$ cat src/rtl/hamming_decoder.sv
// hamming_decoder
//   Serial-in Hamming(12,8) single-error-correcting decoder for the FSK
//   receive path. Codewords arrive MSB first (c[11] first), framed by
//   frame_start on the first qualified bit. Each complete codeword is checked,
//   a single-bit error is corrected, and the 8-bit payload is delivered
//   with status flags one cycle after the 12th bit is sampled.
//
//   Bit layout (position p = 12 - i for bit c[i]):
//     c11=p1 c10=p2 c9=d7 c8=p4 c7=d6 c6=d5 c5=d4 c4=p8 c3..c0=d3..d0
//
// Ports
//   clk_i         system clock, rising edge
//   rst_i         asynchronous active-high reset
//   bit_i         received hard-decision bit
//   bit_valid_i   bit_i is qualified this cycle
//   frame_start_i qualified bit is c[11] of a new codeword
//   cnt_clr_i     synchronous clear of both error counters
//   data_o        decoded payload d[7:0], held between pulses
//   out_valid_o   one-cycle pulse: data_o and flags valid
//   err_corr_o    single error corrected (qualified by out_valid_o)
//   err_uncorr_o  invalid syndrome 13..15 (qualified by out_valid_o)
//   busy_o        a frame is partially received
//   corr_cnt_o    saturating count of corrected frames
//   uncorr_cnt_o  saturating count of uncorrectable frames
//
// State table
//   IDLE   | waiting for a qualified bit with frame_start
//   SHIFT  | collecting codeword bits 2..12
//   DECODE | full codeword held; outputs registered on the next edge

module hamming_decoder #(
  parameter int CNT_W = 8
) (
  input  logic             clk,
  input  logic             rst,
  input  logic             bit_in,
  input  logic             bit_valid,
  input  logic             frame_start,
  input  logic             cnt_clr,
  output logic [7:0]       data_out,
  output logic             out_valid,
  output logic             err_corr,
  output logic             err_uncorr,
  output logic             busy,
  output logic [CNT_W-1:0] corr_cnt,
  output logic [CNT_W-1:0] uncorr_cnt
);

  typedef enum logic [1:0] {
    IDLE   = 2'd0,
    SHIFT  = 2'd1,
    DECODE = 2'd2
  } state_t;

  localparam logic [CNT_W-1:0] CNT_MAX = {CNT_W{1'b1}};

  state_t           state_q, state_d;
  logic [11:0]      sr_q, sr_d;
  logic [3:0]       cnt_q, cnt_d;
  logic [7:0]       data_q, data_d;
  logic             valid_q, valid_d;
  logic             corr_q, corr_d;
  logic             uncorr_q, uncorr_d;
  logic [CNT_W-1:0] corr_cnt_q, corr_cnt_d;
  logic [CNT_W-1:0] uncorr_cnt_q, uncorr_cnt_d;

  logic             start_bit;
  logic [3:0]       syn;
  logic [7:0]       raw_data;
  logic [7:0]       fix_mask;
  logic             syn_corr;
  logic             syn_uncorr;

  assign start_bit = bit_valid & frame_start;

  // Syndrome over the held codeword; only meaningful in DECODE.
  always_comb begin
    syn[0] = sr_q[11] ^ sr_q[9] ^ sr_q[7] ^ sr_q[5] ^ sr_q[3] ^ sr_q[1];
    syn[1] = sr_q[10] ^ sr_q[9] ^ sr_q[6] ^ sr_q[5] ^ sr_q[2] ^ sr_q[1];
    syn[2] = sr_q[8]  ^ sr_q[7] ^ sr_q[6] ^ sr_q[5] ^ sr_q[0];
    syn[3] = sr_q[4]  ^ sr_q[3] ^ sr_q[2] ^ sr_q[1] ^ sr_q[0];
  end

  assign raw_data = {sr_q[9], sr_q[7:5], sr_q[3:0]};

  // Only data positions need a flip mask; syndromes pointing at parity
  // positions (1, 2, 4, 8) still count as corrections but leave the
  // payload untouched.
  always_comb begin
    fix_mask   = 8'h00;
    syn_corr   = 1'b0;
    syn_uncorr = 1'b0;
    case (syn)
      4'd0:  ;
      4'd3:  fix_mask = 8'h80;
      4'd5:  fix_mask = 8'h40;
      4'd6:  fix_mask = 8'h20;
      4'd7:  fix_mask = 8'h10;
      4'd9:  fix_mask = 8'h08;
      4'd10: fix_mask = 8'h04;
      4'd11: fix_mask = 8'h02;
      4'd12: fix_mask = 8'h01;
      default: ;
    endcase
    if (syn >= 4'd13) begin
      syn_uncorr = 1'b1;
    end else if (syn != 4'd0) begin
      syn_corr = 1'b1;
    end
  end

  always_comb begin
    state_d      = state_q;
    sr_d         = sr_q;
    cnt_d        = cnt_q;
    data_d       = data_q;
    valid_d      = 1'b0;
    corr_d       = 1'b0;
    uncorr_d     = 1'b0;
    corr_cnt_d   = corr_cnt_q;
    uncorr_cnt_d = uncorr_cnt_q;

    case (state_q)
      IDLE: begin
        if (start_bit) begin
          sr_d    = {11'd0, bit_in};
          cnt_d   = 4'd1;
          state_d = SHIFT;
        end
      end

      SHIFT: begin
        if (start_bit) begin
          // A new marker abandons the partial frame silently.
          sr_d  = {11'd0, bit_in};
          cnt_d = 4'd1;
        end else if (bit_valid) begin
          sr_d  = {sr_q[10:0], bit_in};
          cnt_d = cnt_q + 4'd1;
          if (cnt_q == 4'd11) begin
            state_d = DECODE;
          end
        end
      end

      DECODE: begin
        data_d   = raw_data ^ fix_mask;
        valid_d  = 1'b1;
        corr_d   = syn_corr;
        uncorr_d = syn_uncorr;

        if (syn_corr && corr_cnt_q != CNT_MAX) begin
          corr_cnt_d = corr_cnt_q + 1'b1;
        end
        if (syn_uncorr && uncorr_cnt_q != CNT_MAX) begin
          uncorr_cnt_d = uncorr_cnt_q + 1'b1;
        end

        if (start_bit) begin
          sr_d    = {11'd0, bit_in};
          cnt_d   = 4'd1;
          state_d = SHIFT;
        end else begin
          state_d = IDLE;
        end
      end

      default: state_d = IDLE;
    endcase

    if (cnt_clr) begin
      corr_cnt_d   = '0;
      uncorr_cnt_d = '0;
    end
  end

  always_ff @(posedge clk or posedge rst) begin
    if (rst) begin
      state_q      <= IDLE;
      sr_q         <= '0;
      cnt_q        <= '0;
      data_q       <= '0;
      valid_q      <= 1'b0;
      corr_q       <= 1'b0;
      uncorr_q     <= 1'b0;
      corr_cnt_q   <= '0;
      uncorr_cnt_q <= '0;
    end else begin
      state_q      <= state_d;
      sr_q         <= sr_d;
      cnt_q        <= cnt_d;
      data_q       <= data_d;
      valid_q      <= valid_d;
      corr_q       <= corr_d;
      uncorr_q     <= uncorr_d;
      corr_cnt_q   <= corr_cnt_d;
      uncorr_cnt_q <= uncorr_cnt_d;
    end
  end

  assign data_out   = data_q;
  assign out_valid  = valid_q;
  assign err_corr   = corr_q;
  assign err_uncorr = uncorr_q;
  assign busy       = (state_q == SHIFT);
  assign corr_cnt   = corr_cnt_q;
  assign uncorr_cnt = uncorr_cnt_q;

endmodule

$ cat config.mk
export PLATFORM = sky130hd
export DESIGN_NAME = hamming_decoder
export DESIGN_NICKNAME = d
export VERILOG_FILES = /design/src/rtl/hamming_decoder.sv
export SDC_FILE = /design/constraint.sdc
export NUM_CORES = 1
export LEC_CHECK = 0
export CORE_MARGIN = 10
export CORE_UTILIZATION = 40
export DETAILED_ROUTE_END_ITERATION = 10
export GPL_TIMING_DRIVEN = 0
export PLACE_DENSITY = 0.6
export SLEW_MARGIN = 15
export SYNTH_ARGS = -nofsm -noshare
export SYNTH_HDL_FRONTEND = slang
export SYNTH_SLANG_ARGS = --single-unit
$ cat constraint.sdc
create_clock -name clk -period 3.2 [get_ports clk]
set_input_delay 0.32 -clock clk [delete_from_list [all_inputs] [get_ports clk]]
set_output_delay 0.32 -clock clk [all_outputs]
set_load 0.1 [all_outputs]
==> results of run 1 <==
==> routing by layer <==
metal | track usage | wire [um] | vias to the layer above | share of wire
met3 | 0.0316 | 259 | 5 | 0.059
met2 | 0.149 | 1960 | 24 | 0.45
met5 | 0 | 0 | - | 0
met4 | 0.0266 | 46 | 0 | 0.010
met1 | 0.130 | 2130 | 798 | 0.48
li1 | - | - | 832 | -
==> area by class of cell <==
class | count | share of cell area
multi-input cells | 152 | 0.394
flip-flops and latches | 45 | 0.390
repair buffers | 33 | 0.118
well taps | 72 | 0.0312
clock buffers | 6 | 0.0286
plain buffers | 12 | 0.0208
clock inverters | 2 | 0.0130
inverters | 3 | 0.00390
==> worst paths after layout <==
kind,start,to,cells past startpoint
worst max-delay path,state_q[0],busy,2
worst min-delay path,rst,cnt_q[1],2
min in group clk,cnt_clr,corr_cnt[4],2
max in group asynchronous,rst,data_out[7],3
worst max register to register,sr_q[1],uncorr_cnt[6],7
worst min register to register,data_out[1],data_out[1],2
==> per-stage QoR <==
stage	setup WS, ps	std cells	utilization	cell area (um^2)
floorplan	282	212	-	2340
global placement	735	316	0.493	2750
detailed placement	713	317	0.496	2770
CTS	666	325	0.518	2890
global route	487	325	0.518	2890
finish	681	325	0.518	2890
==> kinds of logic (layout without fill, tap and decap cells) <==
logic type      count (synthesis)  count (layout)  synth area share
simple gates                   69              69             0.151
compound gates                 46              46             0.143
flops                          45              45             0.482
xor+xnor                       29              29             0.155
buf+inv                        15              56            0.0305
mux                             5               5            0.0225
fa+ha+maj                       3               3            0.0161
==> placed cells by master (no fill, tap or decap), types with 3 or more instances in the layout <==
master and n:
clkdlybuf4s50_1 32, xnor3_1 4, nor2b_1 3, clkbuf_1 6, nand4_1 6, clkbuf_8 6, a22o_1 13, nand2_1 17
nand3_1 6, o21ai_1 8, a21oi_1 9, o21ai_0 5, ha_1 3, xnor2_2 3, nand2b_1 3, buf_2 3
xor2_1 9, nor2_1 18, or4_1 3, xnor2_1 11, or3_1 3, dfrtp_1 45, mux2i_1 3
==> where the power goes <==
part	internal (mW)	total, mW	switching [mW]
registers	0.581	0.596	0.0146
logic	0.0913	0.194	0.103
clock network	0.254	0.446	0.192
==> synth_stat cells, types with 2 or more instances <==
master and count:
dfrtp_1 45, nor2_1 18, nand2_1 17, a22o_1 13
xnor2_1 11, a21oi_1 9, xor2_1 9, o21ai_1 8
clkbuf_1 6, nand3_1 6, nand4_1 6, o21ai_0 5
xnor3_1 4, buf_2 3, ha_1 3, inv_1 3
mux2i_1 3, nand2b_1 3, nor2b_1 3, or3_1 3
or4_1 3, xnor2_2 3, a21o_1 2, and2_1 2
and3_1 2, mux2_2 2, o31ai_1 2
==> critical path, delay by kind of cell (launching register included) <==
family | cells | cell delay [ps]
simple gates | 1 | 280
flops | 1 | 450
buf+inv | 1 | 1190
==> registers in the layout (all words and copies together) (netlist names) <==
register / count
sr_q: 12
corr_cnt: 8
data_out: 8
uncorr_cnt: 8
cnt_q: 4
state_q: 2
err_corr: 1
err_uncorr: 1
out_valid: 1
==> results.yml, run 1 <==
outcome:
  status: "completed"
cts:
  cts-htree-levels: 2
  cts.sinks: 45
  cts_buffers: 5
  cts_tree: "done"
  hold_buffers: 0
  cts.path.max_buffers: 2
  cts_resized: 0
  cts_root_buf: "clkbuf_8"
  postCtsSetupRepairBufs: 0
  cts.clk_slew.worst_paths_ps: 90
  clock_latency_ps: 290
critical_path:
  crit_path_cell_trace: "nor2b_1 -> clkdlybuf4s50_1"
  crit_arrival_ps: 2200
  cp_max_fo: 7
  path_class: "reg -> out"
  required_ps: 2880
  critPathCaptureType: "output pin"
  cp_slowest_cell: "clkdlybuf4s50_1"
  worstSetupStartpointType: "flip-flop"
  r2r_slack_ps: 720
  slowest_delay_ps: 1190
timing:
  fmax_ghz: 0.397
  rsz0062_at_grt: "false"
  timing.hold.ws_ps: 331
  post-route-period-util: 0.787
  final_hold_viol_count: 0
  slew_headroom: 0.344
  fin_crit_ps: 2520
  worstMarginPinSlew_ps: 981
  setup_viol_count_final: 0
  skew_ps: 5.42
  setup_tns_ps: 0
  slew_violations: 0
global_route:
  grt_pass1_wl_mm: 7.33
  grt_overflow: 0
  grt.total_usage: 0.0974
  antenna_found_initial: 0
  grt_pass1_vias: 1570
  grt_max_degree: 28
cells_and_area:
  multi_input_area_um2: 1140
  area_delta_synth_final_pct: 23.6
  drive_above_1_share: 0.103
  antennaDiodeCount: 0
  seqCellArea_um2: 1130
  fill_cells: 522
  nNetsFinal: 261
yosys:
  synth.cell_area_um2: 2340
  synth-edff-count: 0
  yosysTopAreaCell: "dfrtp_1"
  synth_cell_type_count: 45
  syn_nets: 221
  synth.avg_cell_area_um2: 11.0
  postSynthCellCount: 212
  synth-seq-area-share: 0.482
  netlist.area_leader.share: 0.482
  synthArstFlopShare: 1.00
  dominantRegCellSynth: "dfrtp_1"
  synthTopCellsByArea: "dfrtp_1, a22o_1, xnor2_1"
  ys_ff_latch: 45
  yosysWarningCount: 0
power_and_ir_drop:
  power_density_nw_per_um2: 428
  finalPower_mw: 1.24
  p_leak_nw: 1.26
  ir_drop_v: 0.000216
drt:
  drtIter0Drc: 29
  num_vias: 1659
  drc: 0
  finalWirelength_mm: 4.40
  detail-route-antenna-nets: 0
  dr.pass1.iters: 4
  avgRoutedWirePerCell_um: 13.5
  viasPerCell: 5.10
floorplan:
  dieHeight_um: 96.4
  initial_utilization: 0.419
  io_pins: 34
  dieWidth_um: 96.4
  fp.dieArea_um2: 9300
  fp-row-count: 27
  core_area_um2: 5570
place:
  dp_hpwl_mm: 3.35
  io_buffers: 32
  globalplace.congestion: 0.813
worst_hold_path:
  hp-class: "in -> async"
job:
  cap_viol_max_count: 0
No activity file was read; power rests on OpenSTA's default activity.
==> inputs of run 2 (changes only) <==
PLACE_DENSITY = 0.62   (was 0.6)
clock period = 2.19 ns   (was 3.2 ns; I/O delays follow)
==> results.yml, run 2 (same netlist as run 1, synthesis figures left out) <==
critical_path:
  critPathCaptureType: "flip-flop"
  crit_arrival_ps: 2390
  reg2reg_depth: 9
  rr_endpoint: "corr_cnt[1]"
  required_ps: 2370
  path_class: "reg -> reg"
  worstSetupStartpointType: "flip-flop"
  r2r_slack_ps: -20
  rr_startpoint: "sr_q[1]"
  cp_max_fo: 5
floorplan:
  initial_utilization: 0.419
  io_pins: 34
  fp.dieArea_um2: 9300
  dieHeight_um: 96.4
  dieWidth_um: 96.4
  core_area_um2: 5570
  fp-row-count: 27
drt:
  viasPerCell: 5.15
  detail-route-antenna-nets: 0
  dr.pass1.iters: 4
  drc: 0
  drtIter0Drc: 46
  avgRoutedWirePerCell_um: 15.2
  finalWirelength_mm: 5.31
  num_vias: 1804
timing:
  slew_headroom: 0.333
  slew_violations: 0
  fin_crit_ps: 2210
  fmax_ghz: 0.452
  skew_ps: 10.0
  post-route-period-util: 1.01
  setup_viol_count_final: 3
  final_hold_viol_count: 0
  worstMarginPinSlew_ps: 998
  rsz0062_at_grt: "true"
  setup_ws_ps: -20.9
place:
  io_buffers: 32
  dp_hpwl_mm: 3.51
  pre_cts_slack_ps: -236
  place_inst: 317
  placedInstanceArea_um2: 2800
  globalplace.congestion: 0.797
cts:
  cts.path.max_buffers: 2
  clock_latency_ps: 310
  cts_tree: "done"
  cts-htree-levels: 2
  cts.sinks: 45
  cts_root_buf: "clkbuf_8"
  hold_buffers: 0
  cts.clk_slew.worst_paths_ps: 90
  cts_buffers: 5
global_route:
  grt_max_degree: 26
  grt_pass1_vias: 1707
  grt.total_usage: 0.110
  antenna_found_initial: 0
  grt_overflow: 0
  grt_pass1_wl_mm: 8.06
power_and_ir_drop:
  finalPower_mw: 1.83
  intPower_mw: 1.32
  ir_drop_v: 0.000286
  p_leak_nw: 1.45
  power_density_nw_per_um2: 557
  switching_power_mw: 0.508
  pwr-share-seq: 0.479
  switching_share: 0.278
  combPwrFrac: 0.224
  pwr-share-clk: 0.297
cells_and_area:
  fin_area_um2: 3280
  drive_above_1_share: 0.284
  antennaDiodeCount: 0
  top_register: "sr_q"
  instances_no_fill: 350
  final_common_cell: "dfrtp_1"
  layout_common_cells: "dfrtp_1, clkdlybuf4s50_1, buf_4"
  largest_register_ffs: 12
  utilization: 0.588
  area_delta_synth_final_pct: 40.4
  nNetsFinal: 286
job:
  cap_viol_max_count: 0
outcome:
  status: "finished with violations"
  violations: "negative setup slack"
worst_hold_path:
  hp-class: "in -> async"
==> run 2: cell types whose count changed in the layout (fill, tap and decap cells not counted), moves of 4 or more <==
cell and change:
buf_6 +6, dfrtp_2 +7, dfrtp_1 -7, xnor2_1 -5, buf_4 +21, xnor2_4 +5, a21oi_1 -4, a21oi_2 +4
==> run 2: what timing repair did <==
item	CTS	global route
gates resized for setup	17	27
buffers inserted	9	16
endpoints found under the setup margin	16	18
cloned	1	1
pin swaps	9	16
==> run 2: critical path, stage by stage, from the launching register on <==
cell	delay, ps
dfrtp_1	380
buf_6	140
xnor2_4	190
xor3_2	420
buf_4	160
a211o_4	330
nand3_4	90
buf_6	130
mux2i_1	180
nor2_1	50
==> run 2: layout make-up <==
cell class	instances	area, um^2
Fill cell	476	2290
Multi-Input combinational cell	152	1310
Sequential cell	45	1130
Timing Repair Buffer	59	563
Tap cell	72	90.1
Clock buffer	6	82.6
Buffer	11	71.3
Clock inverter	2	13.8
Inverter	3	11.3
==> run 2: how the worst max path moves through the flow <==
stage,from,endpoint,slack (ps)
after CTS,sr_q[9],uncorr_cnt[5],-30
after floorplan,sr_q[9],uncorr_cnt[4],-30
after global routing,sr_q[1],uncorr_cnt[4],-170
after detailed placement,sr_q[1],uncorr_cnt[4],-240
final,sr_q[1],corr_cnt[1],-20
after global placement,sr_q[1],uncorr_cnt[4],-250
==> run 2: power by group through the flow <==
stage          clock, mW  combinational, mW  sequential (mW)
5_1_grt            0.595              0.439            0.878
6_report           0.543              0.409            0.874
3_3_place_gp           0              0.286            0.887
2_1_floorplan          0              0.241            0.882
3_5_place_dp           0              0.293            0.889
4_1_cts            0.559              0.323            0.873
==> run 2: metrics by stage <==
step / hold WS (ps) / TNS [ps]
4_1_cts: 251 / -78.8
6_report: 233 / -32.3
5_1_grt: 279 / -953
3_3_place_gp: 470 / -2430
3_5_place_dp: 474 / -2220
2_1_floorplan: 370 / -50.7
==> run 2: layer usage <==
layer / wire length (um) / part of all wire / vias to the layer above / global-route usage
li1: - / - / 893 / -
met1: 2350 / 0.44 / 871 / 0.140
met2: 2590 / 0.49 / 33 / 0.169
met3: 285 / 0.054 / 7 / 0.0362
met4: 87 / 0.016 / 0 / 0.0436
met5: 0 / 0 / - / 0
==> inputs of run 3 (changes only) <==
CELL_PAD_IN_SITES_DETAIL_PLACEMENT = 1   (was unset)
CELL_PAD_IN_SITES_GLOBAL_PLACEMENT = 1   (was unset)
CTS_BUF_LIST = sky130_fd_sc_hd__clkbuf_4   (was unset)
PLACE_DENSITY = 0.76   (was 0.62)
==> results.yml, run 3 (same netlist as run 1, synthesis figures left out) <==
floorplan:
  fp-row-count: 27
  dieHeight_um: 96.4
  core_area_um2: 5570
  initial_utilization: 0.419
  fp.dieArea_um2: 9300
  dieWidth_um: 96.4
  io_pins: 34
job:
  cap_viol_max_count: 0
drt:
  drc: 0
  avgRoutedWirePerCell_um: 19.3
  num_vias: 1899
  viasPerCell: 5.43
  drtIter0Drc: 75
  finalWirelength_mm: 6.76
  dr.pass1.iters: 6
  detail-route-antenna-nets: 0
cts:
  cts_buffers: 5
  cts_tree: "done"
  cts_root_buf: "clkbuf_4"
  cts-htree-levels: 2
  cts.clk_slew.worst_paths_ps: 140
  cts.sinks: 45
  cts.path.max_buffers: 2
  clock_latency_ps: 360
critical_path:
  r2r_slack_ps: -150
  required_ps: 2420
  crit_path_start: "sr_q[0]"
  crit_path_cell_trace: "xnor3_2 -> xnor2_4 -> a211o_2 -> nand3_2 -> buf_6 -> o31ai_1 -> a21oi_2"
  reg2reg_depth: 7
  cp_slowest_cell: "xnor3_2"
  worstSetupStartpointType: "flip-flop"
  path_class: "reg -> reg"
  rr_startpoint: "sr_q[0]"
  rr_endpoint: "corr_cnt[7]"
  slowest_delay_ps: 510
  cp_max_fo: 10
  critPathCaptureType: "flip-flop"
  crit_arrival_ps: 2570
timing:
  slew_headroom: 0.334
  skew_ps: 15.4
  final_hold_viol_count: 0
  setup_ws_ps: -151
  timing.hold.ws_ps: 202
  slew_violations: 0
  setup_viol_count_final: 12
  setup_tns_ps: -582
  fmax_ghz: 0.427
  fin_crit_ps: 2340
  post-route-period-util: 1.07
  worstMarginPinSlew_ps: 997
  rsz0062_at_grt: "true"
cells_and_area:
  antennaDiodeCount: 0
  largest_register_ffs: 12
  seqCellArea_um2: 1140
  fill_cells: 607
  top_register: "sr_q"
  multi_input_area_um2: 1300
  drive_above_1_share: 0.288
  layout_common_cells: "dfrtp_1, buf_4, nor2_1, clkdlybuf4s50_1, nand2_1"
  final_common_cell: "dfrtp_1"
  area_delta_synth_final_pct: 37.9
  instances_no_fill: 350
  nNetsFinal: 287
place:
  dp_hpwl_mm: 4.06
  io_buffers: 32
  place_inst: 317
  pre_cts_slack_ps: -336
  globalplace.congestion: 0.797
global_route:
  antenna_found_initial: 0
  grt_max_degree: 26
  grt_pass1_vias: 1929
  grt_overflow: 0
  grt_pass1_wl_mm: 10.2
  grt.total_usage: 0.140
outcome:
  violations: "negative setup slack"
  status: "finished with violations"
worst_hold_path:
  hp-class: "in -> async"
power_and_ir_drop:
  ir_drop_v: 0.000292
  p_leak_nw: 1.54
  finalPower_mw: 1.69
  power_density_nw_per_um2: 525
run 3: area by class of cell:
cell class,count,share of cell area
Multi-Input combinational cell,152,0.405
Sequential cell,45,0.353
Timing Repair Buffer,62,0.181
Tap cell,72,0.0280
Buffer,9,0.0151
Clock buffer,5,0.0117
Clock inverter,2,0.00350
Inverter,3,0.00350
run 3: how the worst max path moves through the flow:
stage                          to  depth (start not counted)
global placement    uncorr_cnt[4]                          7
floorplan           uncorr_cnt[4]                          7
global route          corr_cnt[7]                          7
detailed placement  uncorr_cnt[4]                          7
finish                corr_cnt[7]                          7
CTS                 uncorr_cnt[5]                          8
run 3: metrics by stage:
| step | utilization | cell area (um^2) |
|---|---|---|
| floorplan | - | 2370 |
| global placement | 0.499 | 2780 |
| detailed placement | 0.503 | 2800 |
| CTS | 0.545 | 3040 |
| global route | 0.578 | 3220 |
| finish | 0.578 | 3220 |
run 3: critical path, delay by kind of cell, from the launching register on:
kind            cells  cell delay, ps
buf+inv             1             170
simple gates        1             100
flops               1             440
compound gates      3             740
xor+xnor            2             760
run 3: power by group:
group	internal [mW]	switching [mW]
clock	0.116	0.267
sequential	0.850	0.0263
combinational	0.224	0.208
total	1.19	0.501
run 3: what timing repair did:
action,in CTS,in global routing
endpoints found under the setup margin,24,23
gates resized for setup,25,25
hold buffers,0,0
pin swaps,12,15
setup buffers,16,13
gates cloned,0,0
run 3: routing by layer:
metal	up-vias	global-route usage	routed length (um)
met5	-	0	0
met4	0	0.0448	137
met3	14	0.0285	287
met2	40	0.235	3420
met1	962	0.176	2920
li1	883	-	-
